File: config.mk
export PLATFORM = sky130hd
export DESIGN_NAME = mf_pll_lock_supervisor_flat
export DESIGN_NICKNAME = d
export VERILOG_FILES = /design/src/rtl/mf_pll_lock_supervisor_if.sv /design/src/rtl/mf_pll_lock_supervisor.sv /design/src/flat_wrapper.sv
export SDC_FILE = /design/constraint.sdc
export NUM_CORES = 1
export LEC_CHECK = 0
export ABC_AREA = 1
export CAP_MARGIN = 20
export CELL_PAD_IN_SITES_DETAIL_PLACEMENT = 1
export CELL_PAD_IN_SITES_GLOBAL_PLACEMENT = 2
export CORE_MARGIN = 3
export CORE_UTILIZATION = 33
export CTS_BUF_LIST = sky130_fd_sc_hd__clkbuf_2
export DETAILED_ROUTE_END_ITERATION = 6
export MAX_ROUTING_LAYER = met4
export PLACE_DENSITY_LB_ADDON = 0.15
export SYNTH_ARGS = -nofsm -noshare
export SYNTH_HDL_FRONTEND = slang
export SYNTH_SLANG_ARGS = --single-unit
File: constraint.sdc
create_clock -name refclk -period 2.1 [get_ports refclk]
set_clock_uncertainty 0.1 [all_clocks]
set_input_delay 0.525 -clock refclk [delete_from_list [all_inputs] [get_ports refclk]]
set_output_delay 0.525 -clock refclk [all_outputs]
set_load 0.1 [all_outputs]
File: src/rtl/mf_pll_lock_supervisor_if.sv
// PLL-side and status signals of the lock supervisor.
// The master modport is the supervisor; the slave modport is the PLL/software side.
interface mf_pll_lock_supervisor_if #(
    parameter int unsigned CNT_W = 8
);
    logic             pll_locked;
    logic             force_relock;
    logic             pll_rst;
    logic             core_reset;
    logic             lock_stable;
    logic [1:0]       state_o;
    logic [CNT_W-1:0] relock_count;
    logic [CNT_W-1:0] timeout_count;

    modport master (
        input  pll_locked,
        input  force_relock,
        output pll_rst,
        output core_reset,
        output lock_stable,
        output state_o,
        output relock_count,
        output timeout_count
    );

    modport slave (
        output pll_locked,
        output force_relock,
        input  pll_rst,
        input  core_reset,
        input  lock_stable,
        input  state_o,
        input  relock_count,
        input  timeout_count
    );
endinterface

File: src/rtl/mf_pll_lock_supervisor.sv
// PLL reset sequencer: pulses the PLL reset, waits for a continuously held lock,
// then releases the core reset; retries on timeout, lock loss or software request.
module mf_pll_lock_supervisor #(
    parameter int unsigned RST_HOLD_CYCLES = 16,
    parameter int unsigned STABLE_CYCLES   = 1024,
    parameter int unsigned LOCK_TIMEOUT    = 65536,
    parameter int unsigned CNT_W           = 8
) (
    input  logic                    refclk,
    input  logic                    rst,
    mf_pll_lock_supervisor_if.master bus
);
    localparam int unsigned MaxHs     = (RST_HOLD_CYCLES > STABLE_CYCLES) ?
                                        RST_HOLD_CYCLES : STABLE_CYCLES;
    localparam int unsigned MaxCycles = (MaxHs > LOCK_TIMEOUT) ? MaxHs : LOCK_TIMEOUT;
    localparam int unsigned CntBits   = (MaxCycles > 1) ? $clog2(MaxCycles) : 1;

    localparam logic [CntBits-1:0] HoldLast    = CntBits'(RST_HOLD_CYCLES - 1);
    localparam logic [CntBits-1:0] StableLast  = CntBits'(STABLE_CYCLES - 1);
    localparam logic [CntBits-1:0] TimeoutLast = CntBits'(LOCK_TIMEOUT - 1);
    localparam logic [CNT_W-1:0]   CountMax    = '1;

    typedef enum logic [1:0] {
        StResetPll = 2'd0,
        StWaitLock = 2'd1,
        StSettle   = 2'd2,
        StRun      = 2'd3
    } state_e;

    state_e             state_q, state_d;
    logic [CntBits-1:0] cnt_q, cnt_d;
    logic [1:0]         sync_q;
    logic               lk;
    logic [CNT_W-1:0]   relock_q, relock_d;
    logic [CNT_W-1:0]   timeout_q, timeout_d;
    logic               pll_rst_q, core_reset_q, lock_stable_q;

    assign lk = sync_q[1];

    always_comb begin
        state_d   = state_q;
        cnt_d     = cnt_q + 1'b1;
        relock_d  = relock_q;
        timeout_d = timeout_q;
        // A forced relock outranks every lock-driven transition, including a lock loss in RUN.
        if (bus.force_relock) begin
            state_d = StResetPll;
        end else begin
            unique case (state_q)
                StResetPll: begin
                    if (cnt_q == HoldLast) state_d = StWaitLock;
                end
                StWaitLock: begin
                    if (lk) begin
                        state_d = StSettle;
                    end else if (cnt_q == TimeoutLast) begin
                        state_d = StResetPll;
                        if (timeout_q != CountMax) timeout_d = timeout_q + 1'b1;
                    end
                end
                StSettle: begin
                    if (!lk) begin
                        state_d = StWaitLock;
                    end else if (cnt_q == StableLast) begin
                        state_d = StRun;
                    end
                end
                StRun: begin
                    if (!lk) begin
                        state_d = StResetPll;
                        if (relock_q != CountMax) relock_d = relock_q + 1'b1;
                    end
                end
                default: state_d = StResetPll;
            endcase
        end
        if (bus.force_relock || (state_d != state_q)) cnt_d = '0;
    end

    always_ff @(posedge refclk) begin
        if (rst) begin
            sync_q        <= '0;
            state_q       <= StResetPll;
            cnt_q         <= '0;
            relock_q      <= '0;
            timeout_q     <= '0;
            pll_rst_q     <= 1'b1;
            core_reset_q  <= 1'b1;
            lock_stable_q <= 1'b0;
        end else begin
            sync_q        <= {sync_q[0], bus.pll_locked};
            state_q       <= state_d;
            cnt_q         <= cnt_d;
            relock_q      <= relock_d;
            timeout_q     <= timeout_d;
            // Decoded from the next state so outputs move on the same edge as state_o.
            pll_rst_q     <= (state_d == StResetPll);
            core_reset_q  <= (state_d != StRun);
            lock_stable_q <= (state_d == StRun);
        end
    end

    assign bus.pll_rst       = pll_rst_q;
    assign bus.core_reset    = core_reset_q;
    assign bus.lock_stable   = lock_stable_q;
    assign bus.state_o       = state_q;
    assign bus.relock_count  = relock_q;
    assign bus.timeout_count = timeout_q;
endmodule

File: src/flat_wrapper.sv
// flat-port wrapper written by rule: the top's interface ports become plain ports
module mf_pll_lock_supervisor_flat 
#(
    parameter int unsigned RST_HOLD_CYCLES = 16,
    parameter int unsigned STABLE_CYCLES   = 1024,
    parameter int unsigned LOCK_TIMEOUT    = 65536,
    parameter int unsigned CNT_W           = 8
)
  (refclk, rst, bus_pll_locked, bus_force_relock, bus_pll_rst, bus_core_reset, bus_lock_stable, bus_state_o, bus_relock_count, bus_timeout_count);
  mf_pll_lock_supervisor_if #(.CNT_W(CNT_W)) bus_i ();
  input  logic refclk;
  input  logic rst;
  input wire logic [$bits(bus_i.pll_locked)-1:0] bus_pll_locked;
  input wire logic [$bits(bus_i.force_relock)-1:0] bus_force_relock;
  output wire logic [$bits(bus_i.pll_rst)-1:0] bus_pll_rst;
  output wire logic [$bits(bus_i.core_reset)-1:0] bus_core_reset;
  output wire logic [$bits(bus_i.lock_stable)-1:0] bus_lock_stable;
  output wire logic [$bits(bus_i.state_o)-1:0] bus_state_o;
  output wire logic [$bits(bus_i.relock_count)-1:0] bus_relock_count;
  output wire logic [$bits(bus_i.timeout_count)-1:0] bus_timeout_count;
  assign bus_i.pll_locked = bus_pll_locked;
  assign bus_i.force_relock = bus_force_relock;
  assign bus_pll_rst = bus_i.pll_rst;
  assign bus_core_reset = bus_i.core_reset;
  assign bus_lock_stable = bus_i.lock_stable;
  assign bus_state_o = bus_i.state_o;
  assign bus_relock_count = bus_i.relock_count;
  assign bus_timeout_count = bus_i.timeout_count;
  mf_pll_lock_supervisor #(.RST_HOLD_CYCLES(RST_HOLD_CYCLES), .STABLE_CYCLES(STABLE_CYCLES), .LOCK_TIMEOUT(LOCK_TIMEOUT), .CNT_W(CNT_W)) u_core (.refclk(refclk), .rst(rst), .bus(bus_i));
endmodule
# Yosys cells after proc, flatten, opt, wreduce, memory -nomap -nowiden
# Index checks and enable logic that the tools add are counted.
# classes
bitwise	2
div_mod_pow	0
shifts	0
add_sub_neg	3
n_mul	0
reduce_logical	6
muxes	8
eq_ne	11
order_cmp	0
# ops
op	n
adder 16 x 1 -> 16 bit (second input constant)	1
adder 8 x 1 -> 8 bit (second input constant)	2
equality test 16 x 10 -> 1 bit (second input constant)	1
equality test 16 bit (second input constant)	1
equality test 16 x 4 -> 1 bit (second input constant)	1
!= test 8 bit (second input constant)	2
2-to-1 mux 2 bit	7
case mux 2 bit (4 select lines)	1
equality test 2 bit (second input constant)	3
AND reduction 5 bit	1
zero test 2 bit	2
AND reduction 4 bit	1
equality test 2 x 1 -> 1 bit (second input constant)	1
!= test 2 bit	1
!= test 2 bit (second input constant)	1
NOT 1 bit	2
OR reduction 2 bit	1
logical OR 1 bit	1
# word_totals
mem_bits_ro	0
ram_bits	0
memories	0
elab_cells	38
output_inout_bits	21
latchBits	0
reg_bits	39

# Longest topological paths before layout
# Gate-level depths: netlist of the first run.
# logic_depth
word_depth	8
depth_mapped	14
mapped_depth_nobuf	13

# Worst setup path before layout of the first run
# No wires, ideal clock.
# synth_timing
path_kind	reg-to-reg
from	register u_core.relock_q[0], in the netlist u_core.bus.relock_count[0]
to	register u_core.relock_q[6], in the netlist u_core.bus.relock_count[6]
n_path_buf	0
stages_incl_launch_ff	10
path_slack_ns	-0.328
t_arrival_ns	2.200
setup_time_ns	0.128
cell_sequence	dfxtp_1 -> ha_1 -> inv_1 -> nor3_1 -> nand3_1 -> nand2_1 -> inv_1 -> nand2_1 -> xor2_1 -> nor2_1
# synth_via
elab_chain_len	2
# synth_lines
element	line	text
start: declaration	mf_pll_lock_supervisor.sv:34	logic [CNT_W-1:0] relock_q, relock_d;
start signal: assignment	mf_pll_lock_supervisor.sv:94	relock_q <= relock_d;
parallel branches: the longest is 2 deep, another holds adder 8 x 1 -> 8 bit	--	
# Several ways; the timed one is not identified.
# A chain may end at the register's enable or synchronous reset.

# Worst setup path in the final report of the first run
# layout_timing
from	register u_core.cnt_q[0]
to	register u_core.cnt_q[15]
# layout_via
elab_chain_len	8
# layout_lines
element	line	text
start: declaration	mf_pll_lock_supervisor.sv:31	logic [CntBits-1:0] cnt_q, cnt_d;
start signal: assignment	mf_pll_lock_supervisor.sv:93	cnt_q <= cnt_d;
equality test 16 x 10 -> 1 bit or equality test 16 bit (tied branches)	mf_pll_lock_supervisor.sv:64, mf_pll_lock_supervisor.sv:56	
2-to-1 mux 2 bit (on tied branches)	mf_pll_lock_supervisor.sv:64, mf_pll_lock_supervisor.sv:56	
2-to-1 mux 2 bit (on tied branches)	mf_pll_lock_supervisor.sv:62, mf_pll_lock_supervisor.sv:54	
case mux 2 bit (4 select lines)	mf_pll_lock_supervisor.sv:49	unique case (state_q)
2-to-1 mux 2 bit	mf_pll_lock_supervisor.sv:46	if (bus.force_relock) begin
!= test 2 bit	mf_pll_lock_supervisor.sv:77	if (bus.force_relock || (state_d != state_q)) cnt_d = '0;
logical OR 1 bit	mf_pll_lock_supervisor.sv:77	
OR reduction 2 bit (no line)	--	
# Several ways; a longest one is shown, not always the timed one.

==> impl_metrics.toml, run 1 <==
[layout]
n_antenna_cell = 0
fin_nets = 306
drive_gt1_share_pct = 26.00
layout_commonest_cell = "nand2_1"
final_cell_mix = "nand2_1 (40), inv_1 (34), nor2_1 (33)"
area_delta_synth_final_pct = 32.22
nFillCells = 677
fin_cells = 372

[clock_tree]
cts-resized-gates = 0
cts_buffers = 5
cts_hold_buf = 0
cts_max_level = 2
cts_setup_buffers = 0
cts.clk_slew.worst_paths_ns = 0.22
cts_tree = "done"
clk_latency_ns = 0.41
clock_path_buffers = 2
cts-root-buf = "clkbuf_2"
clock-sinks = 39

[setup_path]
r2r_cells = 9
path_class = "flip-flop to flip-flop"
cp-start-kind = "flip-flop"
reg2reg_to = "u_core.cnt_q[15]$_SDFF_PP0_"
end_kind = "flip-flop"
arrival_ns = 2.11
r2r-start = "u_core.cnt_q[0]$_SDFF_PP0_"
cp_max_fo = 12
cp.required_ns = 2.32
r2r_setup_slack_ns = 0.21

[logic_synthesis]
syn_area_per_cell_sq_um = 7.841
ys_async_sr_fraction_pct = 0
ys.warnings.count = 0
synth_area_sq_um = 2031
ys_types = 35
synthFlopType = "dfxtp_1"
syn_nets = 266
synth.yosys.seq_area_share_pct = 38.45
synth_edf_count = 0
synthCells = 259
ys_seq_elements = 39

[routing]
drt-total-wl_mm = 4.542
drt_iter0_markers = 70
drc = 0
avgViaCountPerCell = 4.586
detailroute.via_count = 1706
first_pass_iters = 4
wl_per_cell_microns = 12.21
ant_nets = 0

[global_route]
grt_pass1_wl_mm = 7.997
overflow = 0
antenna_found_initial = 0
grt_pass1_vias = 1731
gr-usage-all-layers_pct = 14.16
grt_start_max_net_pins = 17

[sta]
post-route-period-util_pct = 89.91
final.setup.worst_slack_ns = 0.2118
hold_viol_final = 0
tightest_slew_ns = 0.3296
fmax_ghz = 0.5296
slew_violations = 0
final-setup-viol-count = 0
relSlewSlack_pct = 77.86
period_needed_ns = 1.888
grt_setup_unrepaired = "false"

[placement]
dpl.hpwl_mm = 3.598
preCtsSetupSlack_ns = -0.1604
routabilityCongestion = 0.7247
io_buffers = 24
dp.cells = 364

[pwr]
p_leak_nw = 1.038
ir_drop_uv = 229.4
p_per_area_nw_per_um2 = 466.2

[floorplanning]
start_util_pct = 35.36
fp.coreArea_sq_um = 5743
ios = 25
fp.dieH_microns = 84.45
die_area_sq_um = 7131
row_count = 27
die-width_microns = 84.45

[worst_hold_path]
hold_depth = 2
hold_path.class = "flip-flop to flip-flop"
hold_end = "u_core.sync_q[1]$_SDFF_PP0_"
min_from = "u_core.sync_q[0]$_SDFF_PP0_"

[outcome]
status = "complete, no violations"

[job]
max_cap_viol_count = 0
==> stage by stage <==
| stage | instance area, sq um | power [mW] | util (%) | hold slack, ns | TNS (ns) |
|---|---|---|---|---|---|
| floorplan | 2043 | 0.7922 | - | 0.2883 | -0.04642 |
| global placement | 2620 | 0.8139 | 45.62 | 0.3003 | -0.6802 |
| detailed placement | 2620 | 0.8142 | 45.62 | 0.3140 | -1.586 |
| CTS | 2684 | 1.275 | 46.73 | 0.3391 | 0 |
| global route | 2685 | 1.315 | 46.75 | 0.3629 | 0 |
| finish | 2685 | 1.252 | 46.75 | 0.3310 | 0 |
==> registers in the layout, indices dropped and copies added (netlist names) <==
register	flops
u_core.bus.pll_rst	1
u_core.sync_q	2
u_core.cnt_q	16
u_core.bus.core_reset	1
u_core.bus.lock_stable	1
u_core.bus.state_o	2
u_core.bus.relock_count	8
u_core.bus.timeout_count	8
==> area by class of cell <==
class	count	area (sq um)	area share [%]
Timing Repair Buffer	37	523.0	19.48
Sequential cell	39	794.5	29.59
Inverter	36	135.1	5.033
Multi-Input combinational cell	180	1079	40.17
Clock inverter	3	38.79	1.445
Tap cell	72	90.09	3.355
Clock buffer	5	25.02	0.9320
==> power breakdown <==
part,total (mW),internal [mW],switching [mW]
clock,0.453,0.196,0.258
sequential,0.748,0.745,0.00316
combinational,0.0502,0.0221,0.0280
==> per-layer routing <==
layer	track usage (%)	part of all wire (%)	wire length [microns]	vias up
li1	-	-	-	897
met2	20.30	43	1963	23
met5	-	0	0	-
met4	4.748	1.6	72	0
met1	19.37	52	2349	780
met3	3.533	3.5	158	6
==> Yosys cell counts, types with 5 or more instances <==
library cell	n	area, sq um
a21oi_1	10	50.05
nor3_1	5	25.02
nand2_2	5	31.28
nor2_1	33	123.9
dfxtp_1	39	780.8
nand2_1	40	150.1
nand3_1	14	70.07
nand4_1	8	50.05
xnor2_1	6	52.55
xor2_1	15	131.4
nor2_4	13	146.4
inv_1	34	127.6
o21ai_0	5	25.02
==> cell families after synthesis <==
group | share of synthesized area, %
AO/OA/AOI/OAI | 6.285
XOR/XNOR | 9.057
adder cells (fa/ha/maj) | 1.849
buffers and inverters | 8.441
flip-flops | 38.45
AND/OR/NAND/NOR | 35.92
==> how the worst max path moves through the flow <==
stage	start	end	slack, ns	depth (start not counted)
floorplan	u_core.bus.relock_count[5]$_SDFFE_PP0P_	u_core.bus.relock_count[6]$_SDFFE_PP0P_	-0.05	8
global placement	bus_force_relock	u_core.bus.relock_count[5]$_SDFFE_PP0P_	-0.06	7
detailed placement	bus_force_relock	u_core.bus.relock_count[5]$_SDFFE_PP0P_	-0.16	7
CTS	u_core.cnt_q[0]$_SDFF_PP0_	u_core.cnt_q[9]$_SDFF_PP0_	0.12	9
global route	u_core.cnt_q[0]$_SDFF_PP0_	u_core.cnt_q[9]$_SDFF_PP0_	0.01	10
finish	u_core.cnt_q[0]$_SDFF_PP0_	u_core.cnt_q[15]$_SDFF_PP0_	0.21	9
==> worst max-delay path, stage by stage, from the launching register on <==
cell and delay [ns]:
dfxtp_2 0.41, ha_1 0.21, nand3_1 0.16, nor2_1 0.14, nand3_1 0.14, a21oi_4 0.16
nand3_1 0.13, nand3_4 0.12, buf_12 0.18, nor2_4 0.03
Power figures use the tool's default switching activity.
==> run 2: changes to the inputs <==
--- a/config.mk
+++ b/config.mk
@@ -15,6 +15,7 @@
 export DETAILED_ROUTE_END_ITERATION = 6
 export MAX_ROUTING_LAYER = met4
 export PLACE_DENSITY_LB_ADDON = 0.15
+export SETUP_SLACK_MARGIN = 0.05
 export SYNTH_ARGS = -nofsm -noshare
 export SYNTH_HDL_FRONTEND = slang
 export SYNTH_SLANG_ARGS = --single-unit
==> run 2 against run 1 <==
Net effect: core utilization decreased by 0.68 points; worst hold slack got worse by 0.0042 ns; count of clock-buffer cells in the layout increased by 1; combinational power about the same; total power decreased by 10%; setup slack improved by 0.043 ns; critical endpoint is now u_core.cnt_q[7]$_SDFF_PP0_; global-route usage increased by 0.26 points; register-to-register slack improved by 0.04 ns.
==> impl_metrics.toml, run 2 (synthesized netlist as in run 1, its figures left out) <==
[sta]
slew_violations = 0
period_needed_ns = 1.845
hold_viol_final = 0
final-setup-viol-count = 0
grt_setup_unrepaired = "false"
fmax_ghz = 0.5420
post-route-period-util_pct = 87.85
tightest_slew_ns = 0.3250
whs_ns = 0.3268
relSlewSlack_pct = 78.16
tns_ns = 0
final.setup.worst_slack_ns = 0.2551

[setup_path]
critical_path.max_stage_delay_ns = 0.37
cp-start-kind = "flip-flop"
reg2reg_to = "u_core.cnt_q[7]$_SDFF_PP0_"
worst_path_max_delay_cell = "dfxtp_1"
r2r_cells = 9
r2r_setup_slack_ns = 0.26
end_kind = "flip-flop"
cp.required_ns = 2.31
path_class = "flip-flop to flip-flop"
crit_chain = "ha_1 -> nand3_1 -> nor2_1 -> nand3_1 -> a21oi_4 -> nand3_1 -> nand3_4 -> buf_12 -> nor2_1"
cp_max_fo = 16
crit_path_frequent_cell = "nand3_1"
arrival_ns = 2.05
r2r-start = "u_core.cnt_q[0]$_SDFF_PP0_"

[routing]
drc = 0
ant_nets = 0
drt-total-wl_mm = 4.625
drt_iter0_markers = 44
first_pass_iters = 4
avgViaCountPerCell = 4.641
wl_per_cell_microns = 12.57
detailroute.via_count = 1708

[layout]
largest_register_ffs = 16
final_cell_mix = "nand2_1 (40), inv_1 (34), nor2_1 (33)"
largest-register = "u_core.cnt_q"
fin_area_sq_um = 2646
fin_nets = 304
n_antenna_cell = 0
area_delta_synth_final_pct = 30.31
final_util_pct = 46.08
fin_cells = 368
layout_commonest_cell = "nand2_1"
drive_gt1_share_pct = 27.03

[placement]
io_buffers = 24
dp.cells = 362
dpl.hpwl_mm = 3.542
routabilityCongestion = 0.7217
preCtsSetupSlack_ns = -0.1192
place_area_sq_um = 2610

[clock_tree]
clock_path_buffers = 2
cts_setup_buffers = 0
cts-resized-gates = 0
cts-root-buf = "clkbuf_2"
clk_latency_ns = 0.40
cts_tree = "done"
cts_buffers = 5
cts.clk_slew.worst_paths_ns = 0.19
cts_hold_buf = 0
cts_max_level = 2
clock-sinks = 39

[worst_hold_path]
hold_end = "u_core.sync_q[1]$_SDFF_PP0_"
min_from = "u_core.sync_q[0]$_SDFF_PP0_"
hold_depth = 2
hold_path.class = "flip-flop to flip-flop"

[floorplanning]
die_area_sq_um = 7131
start_util_pct = 35.36
fp.dieH_microns = 84.45
ios = 25
die-width_microns = 84.45
row_count = 27
fp.coreArea_sq_um = 5743

[pwr]
p_per_area_nw_per_um2 = 423.9
p_leak_nw = 1.015
ir_drop_uv = 176.6
totalPowerFinal_mw = 1.122

[global_route]
overflow = 0
antenna_found_initial = 0
grt_pass1_vias = 1702
grt_pass1_wl_mm = 8.128
gr-usage-all-layers_pct = 14.42
grt_start_max_net_pins = 17

[job]
max_cap_viol_count = 0

[outcome]
status = "complete, no violations"
==> run 2: cell count changes in the layout (fill, tap and decap cells not counted), sizes merged <==
cell,change
buf,-2
clkinv,-2
bufinv,-1
clkbuf,+1
==> run 2: routing by layer <==
layer  global-route usage (%)  share of wire (%)  up-vias
li1                         -                  -      895
met4                    4.604                1.4        0
met2                    20.52                 43       21
met3                    3.337                3.1        6
met5                        -                  0        -
met1                    20.13                 53      786
==> run 2: worst max path at each step <==
stage	startpoint	cells past startpoint	slack, ns	end
after floorplan	u_core.bus.relock_count[1]$_SDFFE_PP0P_	9	0.03	u_core.bus.relock_count[6]$_SDFFE_PP0P_
after detailed placement	bus_force_relock	9	-0.12	u_core.cnt_q[8]$_SDFF_PP0_
after global routing	u_core.cnt_q[0]$_SDFF_PP0_	13	0.05	u_core.cnt_q[8]$_SDFF_PP0_
after global placement	bus_force_relock	9	-0.02	u_core.cnt_q[6]$_SDFF_PP0_
after CTS	u_core.bus.relock_count[0]$_SDFFE_PP0P_	9	0.18	u_core.bus.relock_count[0]$_SDFFE_PP0P_
final	u_core.cnt_q[0]$_SDFF_PP0_	9	0.26	u_core.cnt_q[7]$_SDFF_PP0_
==> run 2: power by group <==
group          leakage (nW)  internal (mW)  total, mW  switching, mW
registers             0.323          0.745      0.747        0.00231
logic                 0.668         0.0212     0.0502         0.0290
clock network        0.0249         0.0753      0.325          0.249
==> run 2: layout make-up <==
| cell class | instances | area [sq um] |
|---|---|---|
| Clock buffer | 6 | 30.03 |
| Fill cell | 713 | 3097 |
| Inverter | 36 | 135.1 |
| Multi-Input combinational cell | 180 | 1084 |
| Sequential cell | 39 | 799.5 |
| Tap cell | 72 | 90.09 |
| Timing Repair Buffer | 35 | 508.0 |
==> run 2: worst max-delay path: cells and delay by family (launching register included) <==
kind	cells	cell delay [ns]
buffers and inverters	1	0.19
AO/OA/AOI/OAI	1	0.15
flip-flops	1	0.37
AND/OR/NAND/NOR	6	0.75
adder cells (fa/ha/maj)	1	0.21
==> run 3: changes to the inputs <==
--- a/config.mk
+++ b/config.mk
@@ -15,7 +15,9 @@
 export DETAILED_ROUTE_END_ITERATION = 6
 export MAX_ROUTING_LAYER = met4
 export PLACE_DENSITY_LB_ADDON = 0.15
+export RECOVER_POWER = 100
 export SETUP_SLACK_MARGIN = 0.05
 export SYNTH_ARGS = -nofsm -noshare
 export SYNTH_HDL_FRONTEND = slang
 export SYNTH_SLANG_ARGS = --single-unit
+export TNS_END_PERCENT = 10
==> run 3 against run 2 <==
Net effect: flip-flop and latch count did not move; core utilization fell by 1.8 points; non-clock buffer count rose by 2; global-route usage fell by 0.48 points; routed wire length is 3.3% lower; fmax decreased by 4.5%; sequential power about the same.
==> impl_metrics.toml, run 3 (synthesized netlist as in run 1, its figures left out) <==
[outcome]
status = "complete, no violations"

[placement]
routabilityCongestion = 0.7753
io_buffers = 24
dpl.hpwl_mm = 3.483
dp.cells = 364
place_area_sq_um = 2620

[setup_path]
critical_path.max_stage_delay_ns = 0.52
worst_path_max_delay_cell = "dfxtp_1"
end_kind = "primary output"
cp_max_fo = 8
cp.required_ns = 1.47
cp_top_family = "flip-flops"
cp-start-kind = "flip-flop"
crit_buf_inv = 1
crit_start = "u_core.bus.timeout_count[2]$_SDFFE_PP0P_"
arrival_ns = 1.31
r2r_setup_slack_ns = 0.21
crit_chain = "clkbuf_4"
path_class = "flip-flop to primary output"
r2r-start = "u_core.cnt_q[0]$_SDFF_PP0_"

[layout]
n_antenna_cell = 0
final_util_pct = 44.29
layout_commonest_cell = "nand2_1"
final_cell_mix = "nand2_1 (41), nor2_1 (37), dfxtp_1 (37)"
drive_gt1_share_pct = 21.67
fin_area_sq_um = 2544
fin_nets = 306
area_delta_synth_final_pct = 25.26
largest-register = "u_core.cnt_q"
largest_register_ffs = 16
fin_cells = 372

[pwr]
p_leak_nw = 1.009
p_per_area_nw_per_um2 = 545.6
ir_drop_uv = 268.9

[global_route]
grt_pass1_vias = 1690
antenna_found_initial = 0
grt_pass1_wl_mm = 7.893
grt_start_max_net_pins = 17
gr-usage-all-layers_pct = 13.94
overflow = 0

[floorplanning]
die-width_microns = 84.45
die_area_sq_um = 7131
row_count = 27
fp.dieH_microns = 84.45
start_util_pct = 35.36
ios = 25
fp.coreArea_sq_um = 5743

[worst_hold_path]
hold_path.class = "flip-flop to flip-flop"
min_from = "u_core.sync_q[0]$_SDFF_PP0_"

[routing]
ant_nets = 0
drt-total-wl_mm = 4.472
wl_per_cell_microns = 12.02
detailroute.via_count = 1731
first_pass_iters = 4
drc = 0
drt_iter0_markers = 48
avgViaCountPerCell = 4.653

[clock_tree]
cts_tree = "done"
cts_max_level = 2
clock-sinks = 39
cts.clk_slew.worst_paths_ns = 0.20
cts_buffers = 5
clock_path_buffers = 2
clk_latency_ns = 0.42
cts-root-buf = "clkbuf_2"

[sta]
fmax_ghz = 0.5177
whs_ns = 0.3247
relSlewSlack_pct = 64.24
final-setup-viol-count = 0
slew_violations = 0
grt_setup_unrepaired = "false"
hold_viol_final = 0
post-route-period-util_pct = 91.98
period_needed_ns = 1.932
tightest_slew_ns = 0.5386

[job]
max_cap_viol_count = 0
-- run 3: cell types whose count changed in the layout (fill, tap and decap cells not counted), sizes merged --
cell,previous run,this run
dlygate4sd3,0,2
bufinv,0,2
buf,32,23
clkdlybuf4s50,3,1
clkbuf,6,16
clkinvlp,0,1
-- run 3: power by group --
group	internal (mW)	total, mW	switching, mW
registers	0.745	0.748	0.00257
logic	0.0204	0.0462	0.0258
clock network	0.320	0.594	0.274
total	1.09	1.39	0.303
-- run 3: per-stage QoR --
step                      TNS [ns]  worst slack (ns)  total power, mW
after global routing             0           0.02790            1.450
after CTS                        0            0.1123            1.417
after floorplan           -0.06176          -0.03312           0.7922
after detailed placement    -1.231           -0.1063           0.8143
after global placement     -0.5206          -0.04839           0.8137
final                            0            0.1684            1.388
-- run 3: layer usage --
metal,global-route usage [%],wire length (microns)
met1,19.70,2379
met2,19.73,1875
met3,2.944,152
met4,4.460,65
met5,-,0
-- run 3: final timing paths --
check,end,depth (start not counted)
hold / removal,u_core.sync_q[1]$_SDFF_PP0_,2
setup / recovery,bus_timeout_count[2],1
hold reg to reg,u_core.sync_q[1]$_SDFF_PP0_,2
setup reg to reg,u_core.cnt_q[14]$_SDFF_PP0_,14
-- run 3: layout make-up --
type | instances | area, sq um
fillers | 733 | 3199
well taps | 72 | 90.09
flip-flops and latches | 39 | 785.8
repair buffers | 37 | 386.6
clock buffers | 5 | 25.02
multi-input cells | 180 | 1054
inverters | 36 | 135.1
clock inverters | 3 | 67.56
-- run 3: repair_timing --
action                                  in CTS  in global routing
buffers inserted                             0                  0
hold endpoints to repair                     0                  0
hold buffers                                 0                  0
endpoints found under the setup margin       0                 20
gates resized for setup                      0                  5
